===== config.mk =====
export PLATFORM = sky130hd
export DESIGN_NAME = fnd_scan_driver_flat
export DESIGN_NICKNAME = d
export VERILOG_FILES = /design/src/rtl/fnd_scan_driver_pkg.sv /design/src/rtl/fnd_scan_driver_if.sv /design/src/rtl/fnd_scan_driver_bcd_to_seg7.sv /design/src/rtl/fnd_scan_driver.sv /design/src/flat_wrapper.sv
export SDC_FILE = /design/constraint.sdc
export NUM_CORES = 1
export LEC_CHECK = 0
export ABC_CLOCK_PERIOD_IN_PS = 3310
export BUFFER_PORTS_ARGS = -buffer_cell sky130_fd_sc_hd__buf_2
export CAP_MARGIN = 10
export CORE_ASPECT_RATIO = 2
export CORE_UTILIZATION = 50
export CTS_BUF_LIST = sky130_fd_sc_hd__clkbuf_2 sky130_fd_sc_hd__clkbuf_4 sky130_fd_sc_hd__clkbuf_8
export CTS_CLUSTER_SIZE = 12
export DETAILED_ROUTE_END_ITERATION = 7
export PLACE_DENSITY = 0.85
export REMOVE_ABC_BUFFERS = 1
export SLEW_MARGIN = 25
export SYNTH_ARGS = -nofsm -noshare
export SYNTH_HDL_FRONTEND = slang
export SYNTH_SLANG_ARGS = --single-unit

===== constraint.sdc =====
create_clock -name clk -period 3.31 [get_ports clk]
set_input_delay 0.1655 -clock clk [delete_from_list [all_inputs] [get_ports clk]]
set_output_delay 0.1655 -clock clk [all_outputs]
set_load 0.01 [all_outputs]

===== src/rtl/fnd_scan_driver_pkg.sv =====
// Shared constants for the multiplexed 7-segment display path: segment codes,
// blank patterns, slot indices and the decimal-point mask.
package fnd_scan_driver_pkg;

  localparam int unsigned NUM_DIGITS = 6;

  localparam logic [6:0] SEG_OFF  = 7'h7F;
  localparam logic [6:0] SEG_DASH = 7'h3F;
  localparam logic [5:0] COM_OFF  = 6'h3F;

  // Active-low {g,f,e,d,c,b,a} codes for BCD 0..9.
  localparam logic [0:9][6:0] SEG_TBL = '{
    7'h40, 7'h79, 7'h24, 7'h30, 7'h19,
    7'h12, 7'h02, 7'h78, 7'h00, 7'h10
  };

  localparam logic [2:0] IDX_MS0 = 3'd0;
  localparam logic [2:0] IDX_MS1 = 3'd1;
  localparam logic [2:0] IDX_S0  = 3'd2;
  localparam logic [2:0] IDX_S1  = 3'd3;
  localparam logic [2:0] IDX_M0  = 3'd4;
  localparam logic [2:0] IDX_M1  = 3'd5;

  // dp follows the units digit of seconds and minutes: mm.ss.cc
  localparam logic [5:0] DP_MASK = 6'b010100;

endpackage


===== src/rtl/fnd_scan_driver_if.sv =====
// Digit inputs and display outputs of the scan driver; master is the
// upstream time counter, slave is the driver.
interface fnd_scan_driver_if;
  logic       i_en;
  logic       i_lz_blank;
  logic [3:0] i_ms0, i_ms1, i_s0, i_s1, i_m0, i_m1;
  logic [6:0] o_seg_n;
  logic       o_dp_n;
  logic [5:0] o_com_n;
  logic       o_frame_tick;

  modport master (
    output i_en, i_lz_blank, i_ms0, i_ms1, i_s0, i_s1, i_m0, i_m1,
    input  o_seg_n, o_dp_n, o_com_n, o_frame_tick
  );
  modport slave (
    input  i_en, i_lz_blank, i_ms0, i_ms1, i_s0, i_s1, i_m0, i_m1,
    output o_seg_n, o_dp_n, o_com_n, o_frame_tick
  );
endinterface


===== src/rtl/fnd_scan_driver_bcd_to_seg7.sv =====
// BCD to active-low 7-segment decode; codes A..F show a dash.
module bcd_to_seg7
  import fnd_scan_driver_pkg::*;
(
  input  logic [3:0] bcd,
  output logic [6:0] seg_n
);
  always_comb begin
    seg_n = SEG_DASH;
    if (bcd <= 4'd9) seg_n = SEG_TBL[bcd];
  end
endmodule


===== src/rtl/fnd_scan_driver.sv =====
// Time-multiplexed 6-digit common-anode driver: prescaler, slot sequencer,
// per-frame digit snapshot and registered segment/common outputs.
module fnd_scan_driver
  import fnd_scan_driver_pkg::*;
#(
  parameter int unsigned SCAN_DIV  = 50000,
  parameter int unsigned BLANK_CYC = 500
) (
  input  logic             clk,
  input  logic             rst_n,
  fnd_scan_driver_if.slave bus
);
  localparam int unsigned CW = (SCAN_DIV > 2) ? $clog2(SCAN_DIV) : 1;

  logic [CW-1:0]   cnt;
  logic [2:0]      idx;
  logic [5:0][3:0] snap, snap_eff, din;
  logic            load, wrap, lz_hide;
  logic [3:0]      digit;
  logic [6:0]      dec_seg;

  assign din  = {bus.i_m1, bus.i_m0, bus.i_s1, bus.i_s0, bus.i_ms1, bus.i_ms0};
  assign load = bus.i_en && (cnt == '0) && (idx == IDX_MS0);
  assign wrap = (cnt == CW'(SCAN_DIV - 1));

  // The digits loaded this cycle are what the new frame shows, so slot 0's
  // blank window already carries the fresh value.
  assign snap_eff = load ? din : snap;
  assign digit    = snap_eff[idx];

  assign lz_hide = bus.i_lz_blank && (snap_eff[IDX_M1] == 4'd0) &&
                   ((idx == IDX_M1) || ((idx == IDX_M0) && (snap_eff[IDX_M0] == 4'd0)));

  bcd_to_seg7 u_dec (.bcd(digit), .seg_n(dec_seg));

  always_ff @(posedge clk or negedge rst_n) begin
    if (!rst_n) begin
      cnt              <= '0;
      idx              <= IDX_MS0;
      snap             <= '0;
      bus.o_seg_n      <= SEG_OFF;
      bus.o_dp_n       <= 1'b1;
      bus.o_com_n      <= COM_OFF;
      bus.o_frame_tick <= 1'b0;
    end else if (!bus.i_en) begin
      cnt              <= '0;
      idx              <= IDX_MS0;
      bus.o_seg_n      <= SEG_OFF;
      bus.o_dp_n       <= 1'b1;
      bus.o_com_n      <= COM_OFF;
      bus.o_frame_tick <= 1'b0;
    end else begin
      cnt <= wrap ? '0 : cnt + 1'b1;
      if (wrap) idx <= (idx == IDX_M1) ? IDX_MS0 : idx + 3'd1;
      if (load) snap <= din;
      bus.o_frame_tick <= load;
      bus.o_seg_n      <= lz_hide ? SEG_OFF : dec_seg;
      bus.o_dp_n       <= ~(DP_MASK[idx] && !lz_hide);
      bus.o_com_n      <= (cnt >= CW'(BLANK_CYC)) ? (COM_OFF & ~(6'd1 << idx)) : COM_OFF;
    end
  end
endmodule


===== src/flat_wrapper.sv =====
// flat-port wrapper written by rule: the top's interface ports become plain ports
module fnd_scan_driver_flat import fnd_scan_driver_pkg::*;
#(
  parameter int unsigned SCAN_DIV  = 50000,
  parameter int unsigned BLANK_CYC = 500
)
  (clk, rst_n, bus_i_en, bus_i_lz_blank, bus_i_ms0, bus_i_ms1, bus_i_s0, bus_i_s1, bus_i_m0, bus_i_m1, bus_o_seg_n, bus_o_dp_n, bus_o_com_n, bus_o_frame_tick);
  fnd_scan_driver_if bus_i ();
  input  logic clk;
  input  logic rst_n;
  input wire logic [$bits(bus_i.i_en)-1:0] bus_i_en;
  input wire logic [$bits(bus_i.i_lz_blank)-1:0] bus_i_lz_blank;
  input wire logic [$bits(bus_i.i_ms0)-1:0] bus_i_ms0;
  input wire logic [$bits(bus_i.i_ms1)-1:0] bus_i_ms1;
  input wire logic [$bits(bus_i.i_s0)-1:0] bus_i_s0;
  input wire logic [$bits(bus_i.i_s1)-1:0] bus_i_s1;
  input wire logic [$bits(bus_i.i_m0)-1:0] bus_i_m0;
  input wire logic [$bits(bus_i.i_m1)-1:0] bus_i_m1;
  output wire logic [$bits(bus_i.o_seg_n)-1:0] bus_o_seg_n;
  output wire logic [$bits(bus_i.o_dp_n)-1:0] bus_o_dp_n;
  output wire logic [$bits(bus_i.o_com_n)-1:0] bus_o_com_n;
  output wire logic [$bits(bus_i.o_frame_tick)-1:0] bus_o_frame_tick;
  assign bus_i.i_en = bus_i_en;
  assign bus_i.i_lz_blank = bus_i_lz_blank;
  assign bus_i.i_ms0 = bus_i_ms0;
  assign bus_i.i_ms1 = bus_i_ms1;
  assign bus_i.i_s0 = bus_i_s0;
  assign bus_i.i_s1 = bus_i_s1;
  assign bus_i.i_m0 = bus_i_m0;
  assign bus_i.i_m1 = bus_i_m1;
  assign bus_o_seg_n = bus_i.o_seg_n;
  assign bus_o_dp_n = bus_i.o_dp_n;
  assign bus_o_com_n = bus_i.o_com_n;
  assign bus_o_frame_tick = bus_i.o_frame_tick;
  fnd_scan_driver #(.SCAN_DIV(SCAN_DIV), .BLANK_CYC(BLANK_CYC)) u_core (.clk(clk), .rst_n(rst_n), .bus(bus_i));
endmodule

==> flow_summary.rst, run 1 <==
.. list-table::
   :header-rows: 1

   * - Metric
     - Value
   * - CTS Root Buffer Type
     - sky130_fd_sc_hd__clkbuf_8
   * - P&R area growth vs syn
     - 19.74%
   * - Final setup skew
     - 0.008128 ns
   * - Proportion of synthesized chip area in sequential cells
     - 50.17%
   * - Avg WL per Cell
     - 17.05 um
   * - Count of H-tree levels built during CTS
     - 3
   * - MaxCap Viol Count
     - 0
   * - CP max stage delay
     - around 0.57 ns
   * - HPWL after detailed placement
     - 5.536 mm
   * - Top post-synthesis cells by area
     - sky130_fd_sc_hd__dfrtp_1, sky130_fd_sc_hd__dfstp_2, sky130_fd_sc_hd__nand2_1
   * - Overall Power
     - 1767 uW
   * - Avg Vias per Cell
     - 5.791
   * - Vias post-DR
     - 2519
   * - Metal3 WL
     - 221 um
   * - Dominant cell type by area after synthesis
     - sky130_fd_sc_hd__dfrtp_1
   * - Netlist cell types
     - 52
   * - Initial drt markers
     - 75
   * - Most instantiated flip-flop cell in the synthesis netlist
     - sky130_fd_sc_hd__dfrtp_1
   * - Worst hold margin
     - 0.02035 ns
   * - Synthesis-stage register bit count
     - 58
   * - Maximum number of pins on one net before global-route repair
     - 47
   * - Power share of the clock group
     - 32.3%
   * - Fraction of final layout cells sized beyond drive strength 1
     - 28.88%
   * - Worst IR Drop VDD
     - 447.7 uV
   * - Slowest stage cell, crit path
     - sky130_fd_sc_hd__or4_4
   * - Yosys warning total
     - 0
   * - Die height
     - 110.2 um
   * - EDFF count, synth
     - 0
   * - Remaining antenna violation count
     - 0
   * - Cell chain of the critical path
     - or4_4, nor4_4, buf_4, nand3_1, a311oi_1, or3_1, inv_1, ha_1, and2_1, o31ai_1
   * - Maximum fanout count along the critical path
     - 10
   * - Instance count of the mapped netlist
     - 311
   * - Post-synth design cell area
     - 2928 um^2
   * - Status
     - finished clean
   * - Cell-internal power
     - 1247 uW
   * - Placer's final routability congestion estimate
     - 0.8856
   * - Clk sinks
     - 58
   * - Number of antenna violations at the first check in global routing
     - 0
   * - Pins over their slew limit
     - 0
   * - Post-route setup TNS
     - 0 ns
   * - Worst endpoint data arrival time
     - 3.43 ns
   * - Nets
     - 405
   * - DRT Wirelength
     - 7.416 mm
   * - Number of buffer and inverter stages on the critical path
     - 2
   * - Remaining design rule violation count
     - 0
   * - Share of flip-flops with an asynchronous set or reset
     - 100.0%
   * - Sequential cell fraction of total power
     - 48.1%
   * - Via count of the first global-routing pass
     - 2632
   * - Total iterations of the first detailed-routing run
     - 4
   * - Largest delay share family, worst path
     - simple AND/OR/NAND/NOR gates
   * - Crit share post-route
     - 95.64%
   * - Global-route total usage across every layer
     - 25.58%
   * - Inserted Clock Buffers
     - 9
   * - Power dissipated by switching net loads
     - 520.5 uW
   * - Count of pins on the block boundary
     - between 40 and 50
   * - Final Critical Period
     - 3.166 ns
   * - Number of standard-cell rows in the floorplan
     - 39
   * - Launching element type of the critical path
     - flop
   * - Final number of hold-violating endpoints
     - 0
   * - Core Footprint
     - 5660 um^2
   * - Uppermost metal layer occupied by signal nets
     - met4
   * - CTS clk-pin slew, worst paths
     - 0.07 ns
   * - TritonCTS clock tree
     - built
   * - Max-Slew Margin vs Limit
     - approximately three fifths
   * - Avg Inst Size Synth
     - ~9.4 um^2
   * - Worst Path Class, Setup
     - reg -> reg
   * - Horizontal die dimension
     - around 56 um
   * - Endpoint class of the critical path
     - flop
   * - Global-route wire length before repair
     - 11.83 mm
   * - Total routed wire length on the met1 layer
     - 2.598 mm
   * - Transition time at the pin with the least slew margin
     - 0.5735 ns
   * - Detail Route met2 WL
     - just over 4 mm
   * - Initial cell density of the core
     - 51.72%
   * - Clock latency of the later-clocked register in the worst-skew pair
     - 0.34 ns
   * - Antenna diodes
     - 0
   * - Worst path required time
     - around 3.6 ns
   * - Global route total overflow
     - 0
   * - Number of buffers inserted by port buffering
     - 42
   * - Power per unit of standard cell area
     - 504.1 nW/um^2
   * - Share of total power consumed by net switching
     - just under 30%
   * - Total setup violations reported at the end of the flow
     - 0
   * - Leak pwr
     - 0.001620 uW
   * - Setup repair after global routing missed its margin
     - false
   * - Combinational cell fraction of total power
     - about a fifth
   * - Achievable clock frequency
     - between 300 and 400 MHz
   * - Number of buffers on the longest clock path
     - 2
   * - Share of Yosys cell area claimed by the top area cell type
     - approximately 38%
   * - DIE AREA
     - 6184 um^2
   * - Kind of path behind the tightest hold check
     - in -> reg
==> power by group through the flow <==
stage | sequential, uW | combinational, uW | clock [uW]
2_1_floorplan | 863 | 200 | 0
3_3_place_gp | 858 | 313 | 0
3_5_place_dp | 861 | 329 | 0
4_1_cts | 849 | 331 | 581
5_1_grt | 858 | 385 | 605
6_report | 851 | 345 | 571
==> layer usage <==
metal,global-route usage (%),up-vias
met3,5.484,44
li1,-,1185
met2,45.49,69
met4,22.82,0
met1,24.25,1221
met5,0,-
==> worst register-to-register path, delay by kind of cell (launching register included) <==
family | cells | cell delay (ns)
AO/OA/AOI/OAI | 2 | 0.54
adder cells (fa/ha/maj) | 1 | 0.33
buffers and inverters | 2 | 0.39
flip-flops | 1 | 0.40
AND/OR/NAND/NOR | 5 | 1.43
==> final timing paths <==
path	from	endpoint	slack, ns	cells after the start
min	bus_i_s1[2]	u_core.snap[14]$_DFFE_PN0P_	0.02	3
min reg2reg	u_core.snap[4]$_DFFE_PN0P_	u_core.snap[4]$_DFFE_PN0P_	0.47	2
min in group asynchronous	rst_n	u_core.cnt[15]$_DFF_PN0_	0.35	2
max	u_core.cnt[11]$_DFF_PN0_	u_core.bus.o_seg_n[3]$_DFF_PN1_	0.14	10
max in group asynchronous	rst_n	u_core.bus.o_com_n[2]$_DFF_PN1_	2.29	3
max reg2reg	u_core.cnt[11]$_DFF_PN0_	u_core.bus.o_seg_n[3]$_DFF_PN1_	0.14	10
==> cell usage in the layout (no fill, tap or decap), types with 3 or more instances in the layout <==
cell type,count
sky130_fd_sc_hd__and2_1,6
sky130_fd_sc_hd__o21ai_1,11
sky130_fd_sc_hd__ha_1,6
sky130_fd_sc_hd__nor3_1,4
sky130_fd_sc_hd__and4_1,3
sky130_fd_sc_hd__clkinv_2,3
sky130_fd_sc_hd__o21ai_0,11
sky130_fd_sc_hd__inv_1,9
sky130_fd_sc_hd__nor4_1,3
sky130_fd_sc_hd__and3_1,3
sky130_fd_sc_hd__dfstp_2,14
sky130_fd_sc_hd__buf_2,41
sky130_fd_sc_hd__a21oi_1,5
sky130_fd_sc_hd__nand3_1,17
sky130_fd_sc_hd__xor2_1,8
sky130_fd_sc_hd__mux2i_1,3
sky130_fd_sc_hd__clkbuf_8,10
sky130_fd_sc_hd__nand4_1,7
sky130_fd_sc_hd__buf_4,19
sky130_fd_sc_hd__nand2_1,59
sky130_fd_sc_hd__nor2b_1,4
sky130_fd_sc_hd__xnor2_1,7
sky130_fd_sc_hd__nor2_1,30
sky130_fd_sc_hd__dfrtp_1,44
sky130_fd_sc_hd__a31oi_1,7
==> Yosys cell counts (2+ instances only) <==
library cell / n
sky130_fd_sc_hd__dfrtp_1: 44
sky130_fd_sc_hd__nand4_1: 7
sky130_fd_sc_hd__a211oi_1: 2
sky130_fd_sc_hd__o21ai_0: 14
sky130_fd_sc_hd__xnor2_1: 7
sky130_fd_sc_hd__or3_4: 2
sky130_fd_sc_hd__ha_1: 8
sky130_fd_sc_hd__and2_1: 6
sky130_fd_sc_hd__a31oi_1: 7
sky130_fd_sc_hd__dfstp_2: 14
sky130_fd_sc_hd__inv_1: 10
sky130_fd_sc_hd__mux2i_1: 3
sky130_fd_sc_hd__a31o_2: 2
sky130_fd_sc_hd__a21oi_1: 5
sky130_fd_sc_hd__nand3_1: 17
sky130_fd_sc_hd__xor2_1: 8
sky130_fd_sc_hd__and4_1: 3
sky130_fd_sc_hd__o21ai_1: 8
sky130_fd_sc_hd__or4_1: 2
sky130_fd_sc_hd__buf_2: 3
sky130_fd_sc_hd__nand2_1: 59
sky130_fd_sc_hd__nor2b_1: 4
sky130_fd_sc_hd__and3_1: 3
sky130_fd_sc_hd__or3_1: 2
sky130_fd_sc_hd__clkbuf_1: 10
sky130_fd_sc_hd__nor3_1: 4
sky130_fd_sc_hd__nor4_1: 3
sky130_fd_sc_hd__nor2_1: 30
==> cell families after synthesis <==
| family | count (synthesis) | synth area share (%) |
|---|---|---|
| multiplexers | 5 | 1.923 |
| AO/OA/AOI/OAI | 51 | 11.62 |
| buffers and inverters | 25 | 3.333 |
| XOR/XNOR | 15 | 4.487 |
| flip-flops | 58 | 50.17 |
| AND/OR/NAND/NOR | 149 | 25.04 |
| adder cells (fa/ha/maj) | 8 | 3.419 |
==> flip-flops by register name, indices dropped and copies added (netlist names) <==
register                 cells
u_core.bus.o_com_n           6
u_core.bus.o_dp_n            1
u_core.bus.o_frame_tick      1
u_core.bus.o_seg_n           7
u_core.cnt                  16
u_core.idx                   3
u_core.snap                 24
==> through the flow <==
| step | util [%] | setup WS [ns] | area [um^2] | cells |
|---|---|---|---|---|
| floorplan | - | -0.1274 | 2872 | 297 |
| global placement | 57.91 | 0.1884 | 3278 | 416 |
| detailed placement | 57.91 | 0.09036 | 3278 | 416 |
| CTS | 61.01 | 0.06294 | 3453 | 432 |
| global route | 61.94 | 0.001733 | 3506 | 435 |
| finish | 61.94 | 0.1443 | 3506 | 435 |
==> what timing repair did <==
| action | CTS | global route |
|---|---|---|
| setup endpoints to repair | 0 | 6 |
| hold buffers | 0 | 1 |
| gates resized for setup | 0 | 9 |
| endpoints found under the hold margin | 0 | 37 |
| buffers inserted | 0 | 2 |
==> cell type report <==
type | instances | area [um^2]
clock inverter | 5 | 30.03
multi-input combinational | 228 | 1386
fill | 482 | 2155
sequential | 58 | 1469
clock buffer | 11 | 145.1
timing repair buffer | 61 | 357.8
inverter | 11 | 41.29
tap | 61 | 76.32
(Power assumes the default switching activity.)
==> run 2: changes to the inputs <==
--- a/config.mk
+++ b/config.mk
@@ -9,13 +9,14 @@
 export BUFFER_PORTS_ARGS = -buffer_cell sky130_fd_sc_hd__buf_2
 export CAP_MARGIN = 10
 export CORE_ASPECT_RATIO = 2
+export CORE_MARGIN = 5
 export CORE_UTILIZATION = 50
 export CTS_BUF_LIST = sky130_fd_sc_hd__clkbuf_2 sky130_fd_sc_hd__clkbuf_4 sky130_fd_sc_hd__clkbuf_8
-export CTS_CLUSTER_SIZE = 12
 export DETAILED_ROUTE_END_ITERATION = 7
 export PLACE_DENSITY = 0.85
 export REMOVE_ABC_BUFFERS = 1
 export SLEW_MARGIN = 25
 export SYNTH_ARGS = -nofsm -noshare
 export SYNTH_HDL_FRONTEND = slang
+export SYNTH_HIERARCHICAL = 1
 export SYNTH_SLANG_ARGS = --single-unit
==> flow_summary.rst, run 2 <==
.. list-table::
   :header-rows: 1

   * - Metric
     - Value
   * - Top library cells by usage in the layout, fill and taps aside
     - sky130_fd_sc_hd__dfrtp_1, sky130_fd_sc_hd__buf_2, sky130_fd_sc_hd__nor2_1 (was sky130_fd_sc_hd__nand2_1, sky130_fd_sc_hd__dfrtp_1, sky130_fd_sc_hd__buf_2)
   * - MaxCap Viol Count
     - 0 (unchanged)
   * - TritonCTS clock tree
     - built (unchanged)
   * - Number of antenna violations at the first check in global routing
     - 0 (unchanged)
   * - Core Footprint
     - 6259 um^2 (was 5660 um^2)
   * - Combinational cell fraction of total power
     - 19.7% (was 19.5%)
   * - Avg WL per Cell
     - 17.11 um (was 17.05 um)
   * - Total iterations of the first detailed-routing run
     - 4 (unchanged)
   * - Total setup violations reported at the end of the flow
     - 0 (unchanged)
   * - Inserted Clock Buffers
     - 9 (unchanged)
   * - DRT Wirelength
     - 7.564 mm (was 7.416 mm)
   * - Avg Inst Size Synth
     - 10.46 um^2 (was 9.414 um^2)
   * - Power share of the clock group
     - 36.9% (was 32.3%)
   * - Leak pwr
     - 0.001637 uW (was 0.001620 uW)
   * - Uppermost metal layer occupied by signal nets
     - met4 (unchanged)
   * - Post-route setup TNS
     - 0 ns (unchanged)
   * - Metal3 WL
     - 342 um (was 221 um)
   * - Crit path capture
     - u_core/bus.o_seg_n[0]$_DFF_PN1_ (was u_core.bus.o_seg_n[3]$_DFF_PN1_)
   * - Dominant cell type by area after synthesis
     - sky130_fd_sc_hd__dfrtp_1 (unchanged)
   * - P&R area growth vs syn
     - 16.47% (was 19.74%)
   * - Launching element of the worst setup path
     - u_core/cnt[9]$_DFF_PN0_ (was u_core.cnt[11]$_DFF_PN0_)
   * - Count of H-tree levels built during CTS
     - 3 (unchanged)
   * - Endpoint class of the critical path
     - flop (unchanged)
   * - Maximum fanout count along the critical path
     - 15 (was 10)
   * - Via count of the first global-routing pass
     - 2591 (was 2632)
   * - Share of total power consumed by net switching
     - 26.71% (was 29.45%)
   * - Count of pins on the block boundary
     - 43 (unchanged)
   * - Flip-flop count of the largest register, all copies and words added
     - 24 (unchanged)
   * - HPWL after detailed placement
     - 5.620 mm (was 5.536 mm)
   * - Number of buffers on the longest clock path
     - 2 (unchanged)
   * - Sequential cell fraction of total power
     - 43.4% (was 48.1%)
   * - Register name with the most flops
     - u_core/snap (was u_core.snap)
   * - Overall Power
     - 1984 uW (was 1767 uW)
   * - Final number of hold-violating endpoints
     - 0 (unchanged)
   * - Setup repair after global routing missed its margin
     - false (unchanged)
   * - Post-CTS setup-driven buffer insertion count
     - 0 (unchanged)
   * - Nets
     - 387 (was 405)
   * - Placer's final routability congestion estimate
     - 0.8958 (was 0.8856)
   * - Final setup skew
     - 0.009709 ns (was 0.008128 ns)
   * - Worst Path Class, Setup
     - reg -> reg (unchanged)
   * - Remaining antenna violation count
     - 0 (unchanged)
   * - Number of standard-cell rows in the floorplan
     - 41 (was 39)
   * - Max-Slew Margin vs Limit
     - 53.24% (was 61.76%)
   * - Share of Yosys cell area claimed by the top area cell type
     - 34.76% (was 37.61%)
   * - Vias post-DR
     - 2473 (was 2519)
   * - Critical R2R Launch
     - u_core/cnt[9]$_DFF_PN0_ (was u_core.cnt[11]$_DFF_PN0_)
   * - Worst endpoint data arrival time
     - 3.47 ns (was 3.43 ns)
   * - Detail Route met2 WL
     - 4.247 mm (was 4.032 mm)
   * - Die height
     - 122.6 um (was 110.2 um)
   * - Maximum number of pins on one net before global-route repair
     - 47 (unchanged)
   * - Share of flip-flops with an asynchronous set or reset
     - 100.0% (unchanged)
   * - Most frequent cell after synthesis
     - sky130_fd_sc_hd__dfrtp_1 (was sky130_fd_sc_hd__nand2_1)
   * - Netlist cell types
     - 60 (was 52)
   * - Power per unit of standard cell area
     - 537.7 nW/um^2 (was 504.1 nW/um^2)
   * - Post-synth design cell area
     - 3168 um^2 (was 2928 um^2)
   * - Most common cell after layout, fill and taps aside
     - sky130_fd_sc_hd__dfrtp_1 (was sky130_fd_sc_hd__nand2_1)
   * - Biggest registers after layout
     - u_core/snap (24), u_core/cnt (16), u_core/bus.o_seg_n (7) (was u_core.snap (24), u_core.cnt (16), u_core.bus.o_seg_n (7))
   * - EDFF count, synth
     - 0 (unchanged)
   * - Worst Reg-to-Reg Cells
     - 10 (unchanged)
   * - Avg Vias per Cell
     - 5.595 (was 5.791)
   * - Number of filler instances in the final layout
     - 543 (was 482)
   * - Achievable clock frequency
     - 310.2 MHz (was 315.9 MHz)
   * - Capture point of the worst reg-to-reg path
     - u_core/bus.o_seg_n[0]$_DFF_PN1_ (was u_core.bus.o_seg_n[3]$_DFF_PN1_)
   * - Total routed wire length on the met1 layer
     - 2.600 mm (was 2.598 mm)
   * - Power dissipated by switching net loads
     - 529.9 uW (was 520.5 uW)
   * - DIE AREA
     - 8125 um^2 (was 6184 um^2)
   * - Horizontal die dimension
     - 66.29 um (was 56.11 um)
   * - Synthesis-stage register bit count
     - 58 (unchanged)
   * - Instance count of the mapped netlist
     - 303 (was 311)
   * - Worst reg-to-reg setup slack
     - 0.09 ns (was 0.14 ns)
   * - Kind of path behind the tightest hold check
     - in -> reg (unchanged)
   * - Yosys warning total
     - 6 (was 0)
   * - Global route total overflow
     - 0 (unchanged)
   * - Transition time at the pin with the least slew margin
     - 0.6960 ns (was 0.5735 ns)
   * - Global-route wire length before repair
     - 12.18 mm (was 11.83 mm)
   * - Antenna diodes
     - 0 (unchanged)
   * - Launching element type of the critical path
     - flop (unchanged)
   * - Fraction of final layout cells sized beyond drive strength 1
     - 29.21% (was 28.88%)
   * - Clk sinks
     - 58 (unchanged)
   * - Pins over their slew limit
     - 0 (unchanged)
   * - Global-route total usage across every layer
     - 20.46% (was 25.58%)
   * - Most common library cells after synthesis
     - sky130_fd_sc_hd__dfrtp_1, sky130_fd_sc_hd__nor2_1, sky130_fd_sc_hd__inv_1, sky130_fd_sc_hd__nand2_1, sky130_fd_sc_hd__dfstp_2 (was sky130_fd_sc_hd__nand2_1, sky130_fd_sc_hd__dfrtp_1, sky130_fd_sc_hd__nor2_1)
   * - Worst IR Drop VDD
     - 360.0 uV (was 447.7 uV)
   * - Worst path required time
     - 3.56 ns (was 3.57 ns)
   * - Initial drt markers
     - 140 (was 75)
   * - CTS clk-pin slew, worst paths
     - 0.07 ns (about the same)
   * - Proportion of synthesized chip area in sequential cells
     - 46.37% (was 50.17%)
   * - Crit share post-route
     - 97.40% (was 95.64%)
   * - Remaining design rule violation count
     - 0 (unchanged)
   * - CTS Root Buffer Type
     - sky130_fd_sc_hd__clkbuf_8 (unchanged)
   * - Clock latency of the later-clocked register in the worst-skew pair
     - 0.35 ns (was 0.34 ns)
   * - Status
     - finished clean (unchanged)
   * - Top post-synthesis cells by area
     - sky130_fd_sc_hd__dfrtp_1, sky130_fd_sc_hd__dfstp_2, sky130_fd_sc_hd__ha_1 (was sky130_fd_sc_hd__dfrtp_1, sky130_fd_sc_hd__dfstp_2, sky130_fd_sc_hd__nand2_1)
   * - Cell-internal power
     - 1454 uW (was 1247 uW)
   * - Number of buffers inserted by port buffering
     - 42 (unchanged)
   * - Initial cell density of the core
     - 50.62% (was 51.72%)
   * - Final Critical Period
     - 3.224 ns (was 3.166 ns)
   * - Hold Path Stages
     - 2 (was 3)
   * - Most instantiated flip-flop cell in the synthesis netlist
     - sky130_fd_sc_hd__dfrtp_1 (unchanged)
==> run 2: cell types whose count changed after synthesis, moves of 7 or more <==
cell / previous run / this run
sky130_fd_sc_hd__nand2_1: 59 / 17
sky130_fd_sc_hd__nor2_1: 30 / 19
sky130_fd_sc_hd__nor3_1: 4 / 13
sky130_fd_sc_hd__a21boi_1: 1 / 8
sky130_fd_sc_hd__clkbuf_1: 10 / 3
sky130_fd_sc_hd__inv_1: 10 / 17
sky130_fd_sc_hd__nand3b_1: 0 / 7
sky130_fd_sc_hd__or2_1: 0 / 7
==> run 2: per-stage QoR <==
stage	utilization, %	area [um^2]	hold slack (ns)	setup WS (ns)	instances
5_1_grt	58.96	3690	0.04051	0.007723	442
4_1_cts	58.64	3670	0.01656	0.02090	441
6_report	58.96	3690	0.04867	0.08614	442
2_1_floorplan	-	3060	-0.1301	0.4385	288
3_5_place_dp	55.06	3446	0.3979	-0.03449	425
3_3_place_gp	55.06	3446	0.3957	0.1017	425
==> run 2: area by class of cell <==
cell class	instances	area [um^2]	share of cell area (%)
Clock buffer	11	145.1	3.934
Clock inverter	5	77.57	2.102
Inverter	17	63.81	1.729
Multi-Input combinational cell	213	1536	41.64
Sequential cell	58	1469	39.81
Tap cell	86	107.6	2.916
Timing Repair Buffer	52	290.3	7.867
==> run 2: layer usage <==
| layer | up-vias | track usage (%) |
|---|---|---|
| met4 | 0 | 13.99 |
| li1 | 1162 | - |
| met2 | 88 | 36.22 |
| met5 | - | 0 |
| met3 | 27 | 5.403 |
| met1 | 1196 | 19.96 |
==> run 2: power groups by stage <==
stage,registers [uW],clock network [uW],logic [uW]
4_1_cts,859,755,387
3_5_place_dp,872,0,385
5_1_grt,870,782,429
6_report,862,731,391
2_1_floorplan,869,0,251
3_3_place_gp,869,0,372
==> run 2: logic make-up (layout without fill, tap and decap cells) <==
logic type	Yosys count	after routing	share of synthesized area (%)
AOI/OAI and AO/OA	51	51	12.05
DFF	58	58	46.37
buffers and inverters	32	85	5.410
xor gates and xnor gates	15	15	4.147
and+or+nand+nor	120	120	22.43
adders and majority gates	8	8	3.160
muxes	19	19	6.437
==> run 2: repair_timing <==
action / CTS / global route
resized for setup: 1 / 3
pin swaps: 0 / 0
hold buffers: 0 / 1
endpoints found under the hold margin: 0 / 37
setup endpoints to repair: 2 / 6
==> run 2: how the worst min path moves through the flow <==
stage            startpoint                                end  slack, ns
6_report       bus_i_ms1[2]         u_core/snap[6]$_DFFE_PN0P_       0.05
4_1_cts               rst_n            u_core/cnt[8]$_DFF_PN0_       0.02
5_1_grt        bus_i_ms1[2]         u_core/snap[6]$_DFFE_PN0P_       0.04
3_3_place_gp          rst_n  u_core/bus.o_frame_tick$_DFF_PN0_       0.40
2_1_floorplan         rst_n  u_core/bus.o_frame_tick$_DFF_PN0_      -0.13
3_5_place_dp          rst_n           u_core/cnt[15]$_DFF_PN0_       0.40
==> run 2: critical path: stages, from the launching register on <==
cell and delay, ns:
sky130_fd_sc_hd__dfrtp_1 0.42, sky130_fd_sc_hd__nor3_1 0.49, sky130_fd_sc_hd__and4_4 0.44, sky130_fd_sc_hd__a21boi_1 0.11, sky130_fd_sc_hd__o21ai_0 0.30, sky130_fd_sc_hd__nand4_1 0.31
sky130_fd_sc_hd__inv_1 0.21, sky130_fd_sc_hd__ha_1 0.25, sky130_fd_sc_hd__o21bai_4 0.09, sky130_fd_sc_hd__a221o_1 0.35, sky130_fd_sc_hd__nand3b_1 0.17
